$ cat src/rtl/eth_pkg.sv
// Shared definitions for the Ethernet transmit path.
//   - Frame-size constants (header bytes, minimum frame, maximum payload).
//   - EtherType constant for IPv4.
//   - Scheduler state encoding and a payload-length legality helper.
package eth_pkg;

    localparam int unsigned HDR_BYTES      = 14;    // 2x MAC + EtherType
    localparam int unsigned MIN_FRAME      = 64;
    localparam int unsigned MAX_PAYLOAD    = 1500;
    localparam logic [15:0] ETHERTYPE_IPV4 = 16'h0800;

    typedef enum logic [2:0] {
        IDLE  = 3'd0,
        START = 3'd1,
        WAIT  = 3'd2,
        XMIT  = 3'd3,
        DONE  = 3'd4,
        IFG   = 3'd5
    } state_t;

    // A payload is legal when it is non-empty and no larger than max_len.
    function automatic logic len_ok(input logic [15:0] len, input int unsigned max_len);
        return (len != '0) && (32'(len) <= max_len);
    endfunction

endpackage

$ cat src/rtl/eth_tx_scheduler_rr_arbiter.sv
// Combinational round-robin arbiter.
//   req    : request vector
//   ptr    : index of the last winner; search starts at ptr+1 and wraps
//   winner : one-hot winning requester (zero when no request)
//   idx    : binary index of the winner
//   any    : at least one request present
module rr_arbiter #(
    parameter int unsigned N = 4
) (
    input  logic [N-1:0]         req,
    input  logic [$clog2(N)-1:0] ptr,
    output logic [N-1:0]         winner,
    output logic [$clog2(N)-1:0] idx,
    output logic                 any
);

    localparam int unsigned IW = $clog2(N);

    logic [IW-1:0] cand;

    always_comb begin
        winner = '0;
        idx    = '0;
        any    = 1'b0;
        cand   = '0;
        for (int unsigned off = 1; off <= N; off++) begin
            cand = IW'((32'(ptr) + off) % N);
            if (!any && req[cand]) begin
                any         = 1'b1;
                idx         = cand;
                winner[cand] = 1'b1;
            end
        end
    end

endmodule

$ cat src/rtl/eth_tx_scheduler.sv
// Round-robin scheduler sharing one Ethernet frame transmitter among
// NUM_REQ requesters. Validates payload length, pulses tx_start, counts
// header+payload bytes on tx_valid, reports done/frame_err per frame and
// enforces an inter-frame gap of IFG_CYCLES.
//
// Ports:
//   clk, rst   : clock, asynchronous active-high reset
//   req        : per-requester level request
//   req_len    : per-requester payload length, slice i = [16i+15:16i]
//   gnt        : one-hot grant, held for the frame
//   gnt_idx    : binary index of current/last grant
//   tx_start   : one-cycle start pulse to the transmitter
//   tx_length  : payload length presented with tx_start
//   tx_valid   : transmitter byte-valid
//   done       : one-cycle per-requester completion pulse
//   reject     : one-cycle per-requester refusal pulse (bad length)
//   frame_err  : pulses with done when the byte count fell short
//   busy       : high in every state except IDLE
//
// Build option: define FRAME_TIMEOUT_EN to end a frame with frame_err when
// tx_valid does not rise within TIMEOUT_CYCLES cycles of tx_start.
module eth_tx_scheduler
    import eth_pkg::*;
#(
    parameter int unsigned NUM_REQ        = 4,
    parameter int unsigned IFG_CYCLES     = 12,
    parameter int unsigned MAX_PAYLOAD    = eth_pkg::MAX_PAYLOAD,
    parameter int unsigned HDR_BYTES      = eth_pkg::HDR_BYTES,
    parameter int unsigned TIMEOUT_CYCLES = 64
) (
    input  logic                       clk,
    input  logic                       rst,
    input  logic [NUM_REQ-1:0]         req,
    input  logic [NUM_REQ*16-1:0]      req_len,
    output logic [NUM_REQ-1:0]         gnt,
    output logic [$clog2(NUM_REQ)-1:0] gnt_idx,
    output logic                       tx_start,
    output logic [15:0]                tx_length,
    input  logic                       tx_valid,
    output logic [NUM_REQ-1:0]         done,
    output logic [NUM_REQ-1:0]         reject,
    output logic                       frame_err,
    output logic                       busy
);

    localparam int unsigned IW     = $clog2(NUM_REQ);
    localparam int unsigned CYC_MAX = (IFG_CYCLES > TIMEOUT_CYCLES) ? IFG_CYCLES : TIMEOUT_CYCLES;
    localparam int unsigned CW     = $clog2(CYC_MAX + 1);

    state_t               state_q, state_d;
    logic [IW-1:0]        ptr_q, ptr_d;
    logic [NUM_REQ-1:0]   gnt_q, gnt_d;
    logic [IW-1:0]        gnt_idx_q, gnt_idx_d;
    logic                 tx_start_q, tx_start_d;
    logic [15:0]          tx_length_q, tx_length_d;
    logic [NUM_REQ-1:0]   done_q, done_d;
    logic [NUM_REQ-1:0]   reject_q, reject_d;
    logic                 frame_err_q, frame_err_d;
    logic                 busy_q, busy_d;
    logic [16:0]          count_q, count_d;
    logic [16:0]          exp_q, exp_d;
    // Shared by the IFG gap and the optional WAIT timeout; never live in both.
    logic [CW-1:0]        cyc_q, cyc_d;

    logic [NUM_REQ-1:0]   arb_winner;
    logic [IW-1:0]        arb_idx;
    logic                 arb_any;
    logic [15:0]          win_len;

    rr_arbiter #(
        .N (NUM_REQ)
    ) u_arb (
        .req    (req),
        .ptr    (ptr_q),
        .winner (arb_winner),
        .idx    (arb_idx),
        .any    (arb_any)
    );

    always_comb begin
        win_len = '0;
        for (int unsigned i = 0; i < NUM_REQ; i++) begin
            if (arb_idx == IW'(i)) begin
                win_len = req_len[16*i +: 16];
            end
        end
    end

    always_comb begin
        state_d     = state_q;
        ptr_d       = ptr_q;
        gnt_d       = gnt_q;
        gnt_idx_d   = gnt_idx_q;
        tx_start_d  = 1'b0;
        tx_length_d = tx_length_q;
        done_d      = '0;
        reject_d    = '0;
        frame_err_d = 1'b0;
        count_d     = count_q;
        exp_d       = exp_q;
        cyc_d       = cyc_q;

        case (state_q)
            IDLE: begin
                if (arb_any) begin
                    ptr_d = arb_idx;
                    if (len_ok(win_len, MAX_PAYLOAD)) begin
                        gnt_d       = arb_winner;
                        gnt_idx_d   = arb_idx;
                        tx_length_d = win_len;
                        state_d     = START;
                    end else begin
                        reject_d = arb_winner;
                    end
                end
            end
            START: begin
                // Registered, so the pulse is seen in the first WAIT cycle.
                tx_start_d = 1'b1;
                exp_d      = 17'(HDR_BYTES) + {1'b0, tx_length_q};
                count_d    = '0;
                cyc_d      = '0;
                state_d    = WAIT;
            end
            WAIT: begin
                if (tx_valid) begin
                    count_d = 17'd1;
                    state_d = XMIT;
                end
`ifdef FRAME_TIMEOUT_EN
                else if (cyc_q == CW'(TIMEOUT_CYCLES - 1)) begin
                    state_d     = DONE;
                    done_d      = gnt_q;
                    frame_err_d = 1'b1;
                    gnt_d       = '0;
                end else begin
                    cyc_d = cyc_q + CW'(1);
                end
`endif
            end
            XMIT: begin
                if (tx_valid) begin
                    count_d = count_q + 17'd1;
                    if (count_d == exp_q) begin
                        state_d = DONE;
                        done_d  = gnt_q;
                        gnt_d   = '0;
                    end
                end else begin
                    state_d     = DONE;
                    done_d      = gnt_q;
                    frame_err_d = 1'b1;
                    gnt_d       = '0;
                end
            end
            DONE: begin
                cyc_d   = '0;
                state_d = IFG;
            end
            IFG: begin
                if (cyc_q == CW'(IFG_CYCLES - 1)) begin
                    state_d = IDLE;
                end else begin
                    cyc_d = cyc_q + CW'(1);
                end
            end
            default: state_d = IDLE;
        endcase

        busy_d = (state_d != IDLE);
    end

    always_ff @(posedge clk or posedge rst) begin
        if (rst) begin
            state_q     <= IDLE;
            ptr_q       <= IW'(NUM_REQ - 1);
            gnt_q       <= '0;
            gnt_idx_q   <= '0;
            tx_start_q  <= 1'b0;
            tx_length_q <= '0;
            done_q      <= '0;
            reject_q    <= '0;
            frame_err_q <= 1'b0;
            busy_q      <= 1'b0;
            count_q     <= '0;
            exp_q       <= '0;
            cyc_q       <= '0;
        end else begin
            state_q     <= state_d;
            ptr_q       <= ptr_d;
            gnt_q       <= gnt_d;
            gnt_idx_q   <= gnt_idx_d;
            tx_start_q  <= tx_start_d;
            tx_length_q <= tx_length_d;
            done_q      <= done_d;
            reject_q    <= reject_d;
            frame_err_q <= frame_err_d;
            busy_q      <= busy_d;
            count_q     <= count_d;
            exp_q       <= exp_d;
            cyc_q       <= cyc_d;
        end
    end

    assign gnt       = gnt_q;
    assign gnt_idx   = gnt_idx_q;
    assign tx_start  = tx_start_q;
    assign tx_length = tx_length_q;
    assign done      = done_q;
    assign reject    = reject_q;
    assign frame_err = frame_err_q;
    assign busy      = busy_q;

endmodule

$ cat config.mk
export PLATFORM = sky130hd
export DESIGN_NAME = eth_tx_scheduler
export DESIGN_NICKNAME = d
export VERILOG_FILES = /design/src/rtl/eth_pkg.sv /design/src/rtl/eth_tx_scheduler_rr_arbiter.sv /design/src/rtl/eth_tx_scheduler.sv
export SDC_FILE = /design/constraint.sdc
export NUM_CORES = 1
export LEC_CHECK = 0
export BUFFER_PORTS_ARGS = -buffer_cell sky130_fd_sc_hd__buf_2
export CORE_AREA = 2 2 180 138
export CTS_BUF_LIST = sky130_fd_sc_hd__clkbuf_2 sky130_fd_sc_hd__clkbuf_4 sky130_fd_sc_hd__clkbuf_8
export DETAILED_ROUTE_END_ITERATION = 8
export DIE_AREA = 0 0 182 140
export SLEW_MARGIN = 10
export SYNTH_ARGS = -nofsm -noshare
export SYNTH_HDL_FRONTEND = slang
export SYNTH_SLANG_ARGS = --single-unit
$ cat constraint.sdc
create_clock -name clk -period 12.1 [get_ports clk]
set_input_delay 0.605 -clock clk [delete_from_list [all_inputs] [get_ports clk]]
set_output_delay 0.605 -clock clk [all_outputs]
set_load 0.1 [all_outputs]
==> results of run 1 <==
[layer usage]
layer  vias up  global-route usage  part of all wire
met4         2             0.03947             0.019
met2       159              0.1941              0.40
met1      2606              0.2079              0.51
met3        27             0.04212             0.073
li1       2689                   -                 -
met5         -                   0           0.00074
[state kept, by name, summed over array words and instances, names as in the netlist, 3 cells and up]
| signal | flops |
|---|---|
| count_q | 17 |
| exp_q | 17 |
| tx_length | 16 |
| cyc_q | 7 |
| done | 4 |
| gnt | 4 |
| reject | 4 |
| state_q | 3 |
[stage by stage]
stage,utilization,cells
floorplan,-,689
global placement,0.2791,1064
detailed placement,0.2791,1064
finish,0.2865,1084
CTS,0.2859,1079
global route,0.2862,1082
[power breakdown]
part	switching [mW]	internal, mW	leakage (nW)	total, mW
Sequential	0.0778	0.331	1.04	0.409
Combinational	0.935	0.437	1.80	1.37
Clock	0.0954	0.0774	0.0898	0.173
[final cells by class]
class	instances	area share
sequential	79	0.2920
clock buffer	11	0.02049
clock inverter	4	0.003507
timing repair buffer	112	0.08601
antenna	5	0.001846
inverter	15	0.008306
multi-input combinational	552	0.5314
tap	306	0.05648
[path summary, 6_finish.rpt]
kind | from | to | slack [ns] | depth (start not counted)
setup reg to reg | ptr_q[0] | gnt_idx[1] | 6.10 | 12
min in group asynchronous | rst | cyc_q[6] | 0.54 | 3
hold reg to reg | exp_q[14] | exp_q[14] | 0.51 | 2
setup / recovery | ptr_q[0] | gnt_idx[1] | 6.10 | 12
hold / removal | exp_q[14] | exp_q[14] | 0.51 | 2
max in group asynchronous | rst | tx_length[5] | 10.89 | 3
[cells by family after synthesis]
group                      share of synthesized area
and+or+nand+nor                               0.2174
AOI/OAI and AO/OA                             0.2146
DFF                                           0.3392
buffers and inverters                        0.04460
muxes                                         0.1021
xor gates and xnor gates                     0.05853
adders and majority gates                    0.02358
[cell usage in the layout (no fill, tap or decap), types with 19 or more instances in the layout]
cell	instances
sky130_fd_sc_hd__nor3_1	19
sky130_fd_sc_hd__nand2_1	80
sky130_fd_sc_hd__a21oi_1	24
sky130_fd_sc_hd__xor2_1	19
sky130_fd_sc_hd__mux2i_1	31
sky130_fd_sc_hd__dfrtp_1	77
sky130_fd_sc_hd__o21ai_0	75
sky130_fd_sc_hd__nand3_1	32
sky130_fd_sc_hd__xnor2_1	20
sky130_fd_sc_hd__buf_2	103
sky130_fd_sc_hd__nor2_1	50
[tightest hold or removal path, stage by stage (launching register included)]
cell and delay, ns:
sky130_fd_sc_hd__dfrtp_1 0.37, sky130_fd_sc_hd__nand2_1 0.05, sky130_fd_sc_hd__o21ai_0 0.06
==> metrics.txt, run 1 <==
CP cell instances buf_4, clkinv_1, ha_1, mux4_2, or2_1, nor4_1, a311o_1, mux2_2, or4_1, a22o_2, nand2_2, mux2_2; initial standard-cell utilization of the core 0.2466; Final Hold Fails 0; DRC marker count from the first detailed-route iteration between 300 and 400; Final Cell Area slightly below 7000 um2; area enclosed by the die boundary 25,480 um2; total global routing track utilization 0.1402; number of warning messages in the yosys log 0; top-area cell type share of the netlist area 0.3302; leakage power a little under 3 nW; maximum level of the CTS H-tree 3; most instantiated library cell after synthesis sky130_fd_sc_hd__nand2_1; vias per cell between 5 and 6; clock transition at the registers of the reported paths ~0.080 ns; via count of the first global-routing pass between 5,000 and 6,000; number of max-slew violations in the final report 0; number of flip-flops and latches in the synthesized netlist 79; number of input and output port buffers inserted approximately 100; most numerous cell types in the synthesized netlist 80 x sky130_fd_sc_hd__nand2_1, 77 x sky130_fd_sc_hd__dfrtp_1, 75 x sky130_fd_sc_hd__o21ai_0; number of buffers created by CTS 9; arrival time of data at the critical path endpoint ~6.2 ns; share of the clock period used by the worst path 0.4963; kind of capture point of the worst setup path register; area grow syn2layout 16.17%; setup repair after global routing missed its margin false; Worst path most repeated cell sky130_fd_sc_hd__mux2_2; per-instance average area after synthesis around 8.5 um2; Synth area leaders sky130_fd_sc_hd__dfrtp_1 33%, sky130_fd_sc_hd__o21ai_0 6.4%, sky130_fd_sc_hd__mux2i_1 5.3%; DPL Wire Length about 13,000 um; sequential element share of the synthesized area 0.3392; placed cell area between 6000 and 7000 um2; Mapped Nets between 700 and 800; summed instance area of the synthesized netlist around 5800 um2; total iterations of the first detailed-routing run 5; die extent in x between 150 and 200 um; post-DR wirelength/cell roughly 16 um; Storage cell area 1979 um2; num ports 104; nature of the critical path startpoint register; combined area of the multi-input logic cells approximately 3600 um2; dominant cell type by area after synthesis sky130_fd_sc_hd__dfrtp_1; peak ir drop on the vdd network approximately 120 uV; PostCTS Resize Cnt 0; fin worst setup slack between 6 and 7 ns; FILL cells 2,564; power per cell area around 290 nW/um2; maximum operating frequency roughly 170 MHz; maximum clock path buffer count 2; antenna-violating nets left 0; clock tree root driver cell sky130_fd_sc_hd__clkbuf_8; Post-Route Skew between 0.01 and 0.015 ns; insertion delay of the later-clocked pin in the worst-skew pair between 0.3 and 0.4 ns; buffers plus inverters on the worst setup path 2; slowest cell on the critical path sky130_fd_sc_hd__a311o_1; TritonCTS clock tree done; Total Neg Setup Slack 0 ns; maximum capacitance violations 0; fraction of final layout cells with drive strength greater than 1 0.2031; worst hold margin 0.5103 ns; number of nets in the layout roughly 850; hold crit path type register to register; wire length of the first global-routing pass 28,500 um; top_reg_cell synth sky130_fd_sc_hd__dfrtp_1; count of standard-cell rows 49; maximum fanout encountered on the critical timing path 57; count of different cell masters after synthesis 75; cell class contributing the biggest share of worst-path delay simple AND/OR/NAND/NOR gates; FFs w/ async S/R, synth 1.000; DP Worst Slack slightly above 6 ns; Tightest Pin Transition roughly 1 ns; TritonCTS sink count 79; global placement routability congestion ~0.84; run status finished, final reports clean; Syn Inst Count between 600 and 700; delay of the slowest cell on the worst path ~0.73 ns; DRC violations left 0; max-slew headroom at the worst pin 0.3322; Final setup violation count 0; Die Span Y 140 um; initial antenna violation count 6; global-route congestion overflow total 0; required time at the endpoint of the critical path 12.34 ns; clock period minus worst slack approximately 6 ns; core region area roughly 24,000 um2; total length of routed wires ~18,000 um; via count of the routed design about 5,500; critical path start-end classification register to register; largest net degree at the start of global routing 80; EDFF count, synth 0; overall power of the completed layout between 1.5 and 2 mW; Hold-fix buffers, CTS 0; setup fix buffers added after clock tree synthesis 0
(Power assumes the default switching activity.)
==> run 2, diff against run 1 <==
ABC_AREA = 1   (was not set)
CORE_AREA = 2 2 166 128   (was 2 2 180 138)
DIE_AREA = 0 0 168 130   (was 0 0 182 140)
clock period = 5.9 ns   (was 12.1 ns; I/O delays follow)
==> metrics.txt, run 2 <==
run status finished, final reports clean; slowest cell on the critical path sky130_fd_sc_hd__dfstp_2; per-instance average area after synthesis 7.543 um2 (-11%); critical path start-end classification register to register; switching power total 2.228 mW (+100%); Flop pwr share 0.225 (+0.016); DPL Wire Length 9984 um (-25%); nature of the critical path startpoint register; total length of routed wires 12,880 um (-27%); most numerous cell types in the synthesized netlist 136 x sky130_fd_sc_hd__nand2_1, 94 x sky130_fd_sc_hd__inv_1, 77 x sky130_fd_sc_hd__dfrtp_1; initial antenna violation count 0 (-6); peak ir drop on the vdd network 242.2 uV (+110%); dominant cell type by area after synthesis sky130_fd_sc_hd__dfrtp_1; area grow syn2layout 18.98%; share of the clock period used by the worst path 0.7245 (+0.2283); DRC marker count from the first detailed-route iteration 321 (-16%); number of flip-flops and latches in the synthesized netlist 79 (unchanged); most common cell after layout, fill and taps aside sky130_fd_sc_hd__nand2_1; part of the power in combinational logic 0.670 (-0.032); delay of the slowest cell on the worst path 0.72 ns (about the same); clock tree root driver cell sky130_fd_sc_hd__clkbuf_8; count of placed standard cells in the final layout, fillers left out 1,027 (-5.3%); total iterations of the first detailed-routing run 4 (-1); maximum capacitance violations 0 (unchanged); clock transition at the registers of the reported paths 0.09 ns (about the same); number of max-slew violations in the final report 0 (unchanged); Syn Inst Count 658 (-4.5%); Hold-fix buffers, CTS 0 (unchanged); core region area 20,430 um2 (-14%); FFs w/ async S/R, synth 1.000 (unchanged); cell class contributing the biggest share of worst-path delay simple AND/OR/NAND/NOR gates; Final Hold Fails 0 (unchanged); number of input and output port buffers inserted 103 (unchanged); insertion delay of the later-clocked pin in the worst-skew pair 0.37 ns (+0.02 ns); global placement routability congestion 0.8249 (-1.5%); num ports 104 (unchanged); power per cell area 632.1 nW/um2 (+120%); commonest non-fill, non-tap cells in the layout 136 x sky130_fd_sc_hd__nand2_1, 103 x sky130_fd_sc_hd__buf_2, 93 x sky130_fd_sc_hd__inv_1; hold crit path type input port to register; count of different cell masters after synthesis 45 (-40%); switching part of the total 0.5969 (+0.02945); top-area cell type share of the netlist area 0.3882 (+0.05801); top_reg_cell synth sky130_fd_sc_hd__dfrtp_1; via count of the routed design 4,475 (-18%); EDFF count, synth 0 (unchanged); fraction of final layout cells with drive strength greater than 1 0.2320 (+0.02887); max-slew headroom at the worst pin 0.3295 (-0.002772); maximum fanout encountered on the critical timing path 29 (-49%); number of buffers created by CTS 9 (unchanged); setup repair after global routing missed its margin false; TritonCTS clock tree done; Final setup violation count 0 (unchanged); CP cell instances inv_6, ha_1, inv_1, nand3_2, nand2_4, nor2_4, nand4_1, nand2_2, nand3_1, inv_1, nand2_1, nand4_1, nor2_1, a21oi_1, nand3_1, nor2_2, nand2_2, inv_1, nor2_1; count of standard-cell rows 46 (-6.1%); DRC violations left 0 (unchanged); number of nets in the layout 840 (-1.3%); Die Span Y 130 um (-7.1%); sequential element share of the synthesized area 0.3988 (+0.05960); required time at the endpoint of the critical path 6.15 ns (-6.19 ns); clock period minus worst slack 4.275 ns (-1.730 ns); Worst path most repeated cell sky130_fd_sc_hd__inv_1; leakage power 2.896 nW (-1.2%); initial standard-cell utilization of the core 0.2429 (-0.003663); Synth area leaders sky130_fd_sc_hd__dfrtp_1 39%, sky130_fd_sc_hd__nand2_1 10%, sky130_fd_sc_hd__inv_1 7.1%; via count of the first global-routing pass 4,383 (-15%); most instantiated library cell after synthesis sky130_fd_sc_hd__nand2_1; Internal Power 1.505 mW (+78%); clock network fraction of total power 0.104 (+0.016); total global routing track utilization 0.1243 (-0.01589); maximum operating frequency 233.9 MHz (+40%); number of warning messages in the yosys log 0 (unchanged); count of inserted antenna diode cells 0 (-5); PostCTS Resize Cnt 0 (unchanged); die extent in x 168 um (-7.7%); post-DR wirelength/cell 12.54 um (-23%); maximum level of the CTS H-tree 3 (unchanged); TritonCTS sink count 79 (unchanged); Total Neg Setup Slack 0 ns (unchanged); Mapped Nets 740 (-4.0%); FILL cells 2,215 (-14%); setup fix buffers added after clock tree synthesis 0 (unchanged); antenna-violating nets left 0 (unchanged); buffers plus inverters on the worst setup path 4 (+2); Post-Place Cells 1,011 (-5.0%); Post-Route Skew 0.01488 ns (+0.0008867 ns); maximum clock path buffer count 2 (unchanged); Tightest Pin Transition 1.006 ns (+0.004158 ns); wire length of the first global-routing pass 21,770 um (-24%); global-route congestion overflow total 0 (unchanged); largest net degree at the start of global routing 80 (unchanged); kind of capture point of the worst setup path register; arrival time of data at the critical path endpoint 4.52 ns (-1.72 ns); summed instance area of the synthesized netlist 4964 um2 (-15%); area enclosed by the die boundary 21,840 um2 (-14%); vias per cell 4.357 (-14%)
==> run 2: cell families (layout without fill, tap and decap cells) <==
family / count (synthesis) / in the layout / share of synthesized area
compound gates: 98 / 98 / 0.1243
xor+xnor: 26 / 26 / 0.04588
fa+ha+maj: 11 / 11 / 0.02773
buf+inv: 116 / 221 / 0.09982
flops: 79 / 79 / 0.3988
mux: 1 / 1 / 0.002269
simple gates: 327 / 327 / 0.3012
==> run 2: path summary, 6_finish.rpt <==
check / depth (start not counted) / endpoint / from / slack [ns]
setup / recovery: 19 / tx_length[11] / ptr_q[0] / 1.63
hold / removal: 2 / frame_err / tx_valid / 0.15
setup reg to reg: 19 / tx_length[11] / ptr_q[0] / 1.63
hold reg to reg: 1 / cyc_q[5] / cyc_q[4] / 0.46
max in group asynchronous: 3 / count_q[14] / rst / 5.01
min in group asynchronous: 3 / gnt[2] / rst / 0.21
==> run 2: metal layers <==
| metal | GRT usage | share of wire | up-vias |
|---|---|---|---|
| met3 | 0.03488 | 0.050 | 10 |
| met4 | 0.02762 | 0.0079 | 0 |
| met2 | 0.1850 | 0.42 | 99 |
| met1 | 0.1791 | 0.52 | 2042 |
| met5 | 0 | 0 | - |
| li1 | - | - | 2324 |
==> run 2: area by class of cell <==
type                    instances  area (um2)  area share
clock inverters                 7       67.56     0.01144
flip-flops and latches         79        1979      0.3352
repair buffers                106       538.0     0.09110
clock buffers                   9       123.9     0.02097
well taps                     264       330.3     0.05593
inverters                      99       377.9     0.06398
multi-input cells             463        2489      0.4214
==> run 2: power groups by stage <==
| stage | clock network [mW] | registers (mW) | logic (mW) |
|---|---|---|---|
| 6_report | 0.390 | 0.841 | 2.50 |
| 5_1_grt | 0.428 | 0.868 | 2.80 |
| 4_1_cts | 0.404 | 0.844 | 2.53 |
| 3_5_place_dp | 0 | 0.855 | 2.52 |
| 3_3_place_gp | 0 | 0.853 | 2.50 |
| 2_1_floorplan | 0 | 1.30 | 1.63 |
==> run 2: per-stage QoR <==
step | worst slack (ns) | area [um2] | hold WS [ns] | utilization | power [mW]
after floorplan | 2.841 | 4964 | 0.3614 | - | 2.923
after global placement | 1.882 | 5714 | 0.4505 | 0.2797 | 3.350
after detailed placement | 1.635 | 5714 | 0.4445 | 0.2797 | 3.372
after CTS | 1.598 | 5906 | 0.1249 | 0.2890 | 3.774
after global routing | 1.156 | 5906 | 0.1292 | 0.2890 | 4.100
final | 1.625 | 5906 | 0.1544 | 0.2890 | 3.733
==> run 3, diff against run 2 <==
clock period = 4.4 ns   (was 5.9 ns; I/O delays follow)
==> metrics.txt, run 3 (same netlist as run 2, synthesis figures left out) <==
fin util 0.2894 (+0.0003670); share of the clock period used by the worst path 0.8800 (+0.1555); global placement routability congestion 0.8234 (-0.18%); core region area 20,430 um2 (unchanged); setup fix buffers added after clock tree synthesis 0 (unchanged); number of input and output port buffers inserted 103 (unchanged); part of the power in combinational logic 0.672 (+0.002); placed cell area 5729 um2 (+0.26%); total iterations of the first detailed-routing run 4 (unchanged); vias per cell 4.390 (+0.76%); DRC marker count from the first detailed-route iteration 243 (-24%); initial standard-cell utilization of the core 0.2429 (unchanged); commonest non-fill, non-tap cells in the layout 136 x sky130_fd_sc_hd__nand2_1, 103 x sky130_fd_sc_hd__buf_2, 93 x sky130_fd_sc_hd__inv_1; largest net degree at the start of global routing 41 (-49%); via count of the routed design 4,522 (+1.1%); count of standard-cell rows 46 (unchanged); hold crit path type input port to register; Final setup violation count 0 (unchanged); Worst R2R Start ptr_q[0]; area grow syn2layout 19.13%; Flop pwr share 0.228 (+0.003); Tightest Pin Transition 0.7020 ns (-0.3038 ns); maximum level of the CTS H-tree 3 (unchanged); area enclosed by the die boundary 21,840 um2 (unchanged); clock transition at the registers of the reported paths 0.09 ns (about the same); leakage power 2.912 nW (+0.57%); total length of routed wires 12,950 um (+0.55%); nature of the critical path startpoint register; DRC violations left 0 (unchanged); required time at the endpoint of the critical path 4.70 ns (-1.45 ns); most common cell after layout, fill and taps aside sky130_fd_sc_hd__nand2_1; setup repair after global routing missed its margin false; insertion delay of the later-clocked pin in the worst-skew pair 0.37 ns (about the same); fraction of final layout cells with drive strength greater than 1 0.2337 (+0.001702); Total Neg Setup Slack 0 ns (unchanged); wire length of the first global-routing pass 21,370 um (-1.8%); maximum operating frequency 258.3 MHz (+10%); global-route congestion overflow total 0 (unchanged); switching power total 2.940 mW (+32%); Die Span Y 130 um (unchanged); switching part of the total 0.5904 (-0.006508); clock tree root driver cell sky130_fd_sc_hd__clkbuf_8; maximum fanout encountered on the critical timing path 24 (-17%); maximum capacitance violations 0 (unchanged); number of nets in the layout 843 (+0.36%); crit path capture tx_length[9]; arrival time of data at the critical path endpoint 4.17 ns (-0.35 ns); DPL Wire Length 10,150 um (+1.6%); initial antenna violation count 0 (unchanged); clock network fraction of total power 0.099 (-0.005); start point of the critical path ptr_q[0]; Worst R2R Path Depth 20 (+1); overall power of the completed layout 4.980 mW (+33%); FILL cells 2,240 (+1.1%); die extent in x 168 um (unchanged); TritonCTS sink count 79 (unchanged); fin worst setup slack 0.5278 ns (-1.097 ns); minimum setup slack among reg-to-reg paths 0.53 ns (-1.10 ns); post-DR wirelength/cell 12.58 um (+0.26%); via count of the first global-routing pass 4,312 (-1.6%); run status finished, final reports clean; Post-Route Skew 0.01717 ns (+0.002290 ns); max-slew headroom at the worst pin 0.5320 (+0.2025); TritonCTS clock tree done; maximum clock path buffer count 2 (unchanged); peak ir drop on the vdd network 335.4 uV (+38%); endpoint of the most critical register-to-register path tx_length[9]; Final Cell Area 5913 um2 (+0.13%); count of inserted antenna diode cells 0 (unchanged); Internal Power 2.040 mW (+36%); number of buffers created by CTS 9 (unchanged); critical path start-end classification register to register; DP Worst Slack 0.5212 ns (-1.114 ns); Final Hold Fails 0 (unchanged); power per cell area 842.2 nW/um2 (+33%); antenna-violating nets left 0 (unchanged); kind of capture point of the worst setup path register; number of max-slew violations in the final report 0 (unchanged); num ports 104 (unchanged); clock period minus worst slack 3.872 ns (-0.4026 ns); total global routing track utilization 0.1214 (-0.002947)
[run 3: cell count changes in the layout (fill, tap and decap cells not counted), sizes merged]
cell | before | now
inv | 99 | 98
buf | 106 | 108
clkinv | 4 | 5
clkbuf | 9 | 11
clkinvlp | 3 | 1
dlygate4sd3 | 0 | 1
[run 3: worst min path at each step]
stage          startpoint  cells after the start        end
2_1_floorplan    tx_valid                      1  frame_err
6_report         tx_valid                      2  frame_err
4_1_cts          tx_valid                      2  frame_err
3_5_place_dp          rst                      2    done[1]
5_1_grt          tx_valid                      2  frame_err
3_3_place_gp          rst                      2    done[3]
[run 3: worst max-delay path, cell delays in order (launching register included)]
cell and delay, ns:
sky130_fd_sc_hd__dfstp_2 0.72, sky130_fd_sc_hd__inv_6 0.09, sky130_fd_sc_hd__ha_1 0.35, sky130_fd_sc_hd__inv_1 0.09
sky130_fd_sc_hd__nand3_2 0.10, sky130_fd_sc_hd__nand2_4 0.07, sky130_fd_sc_hd__nor2_4 0.14, sky130_fd_sc_hd__nand4_1 0.11
sky130_fd_sc_hd__nand2_2 0.29, sky130_fd_sc_hd__nand3_1 0.26, sky130_fd_sc_hd__buf_4 0.24, sky130_fd_sc_hd__nor2_2 0.17
sky130_fd_sc_hd__nor2_4 0.07, sky130_fd_sc_hd__nor2_1 0.14, sky130_fd_sc_hd__nand3_1 0.11, sky130_fd_sc_hd__a21oi_2 0.14
sky130_fd_sc_hd__nor2_2 0.07, sky130_fd_sc_hd__nand2_2 0.12, sky130_fd_sc_hd__buf_4 0.33, sky130_fd_sc_hd__nand2_1 0.11
sky130_fd_sc_hd__o21ai_2 0.07
[run 3: power by group through the flow]
stage                     clock [mW]  combinational [mW]  sequential [mW]
final                          0.495                3.35             1.14
after global routing           0.545                3.75             1.17
after CTS                      0.514                3.38             1.14
after detailed placement           0                3.37             1.15
after global placement             0                3.34             1.15
after floorplan                    0                2.18             1.74
[run 3: routing by layer]
layer  vias up  GRT usage  wire, um
met5         -          0         0
met4         0    0.02148       101
met3         8    0.03579       657
met2        89     0.1898      5585
met1      2087     0.1686      6609
li1       2338          -         -
[run 3: layout make-up]
class	instances	area, um2	share of cell area
clock buffer	11	138.9	0.02349
clock inverter	5	35.03	0.005925
inverter	99	377.9	0.06390
multi-input combinational	463	2489	0.4209
sequential	79	1979	0.3347
tap	264	330.3	0.05586
timing repair buffer	109	563.0	0.09522
[run 3: through the flow]
stage               hold WS, ns  std cells
detailed placement       0.3538       1013
floorplan                0.2864        658
CTS                     0.04427       1030
finish                  0.06374       1030
global route            0.04695       1030
global placement         0.3595       1013
[run 3: timing repair]
| item | CTS | global route |
|---|---|---|
| resized for setup | 0 | 0 |
| hold endpoints to repair | 39 | 0 |
| hold buffers | 1 | 0 |
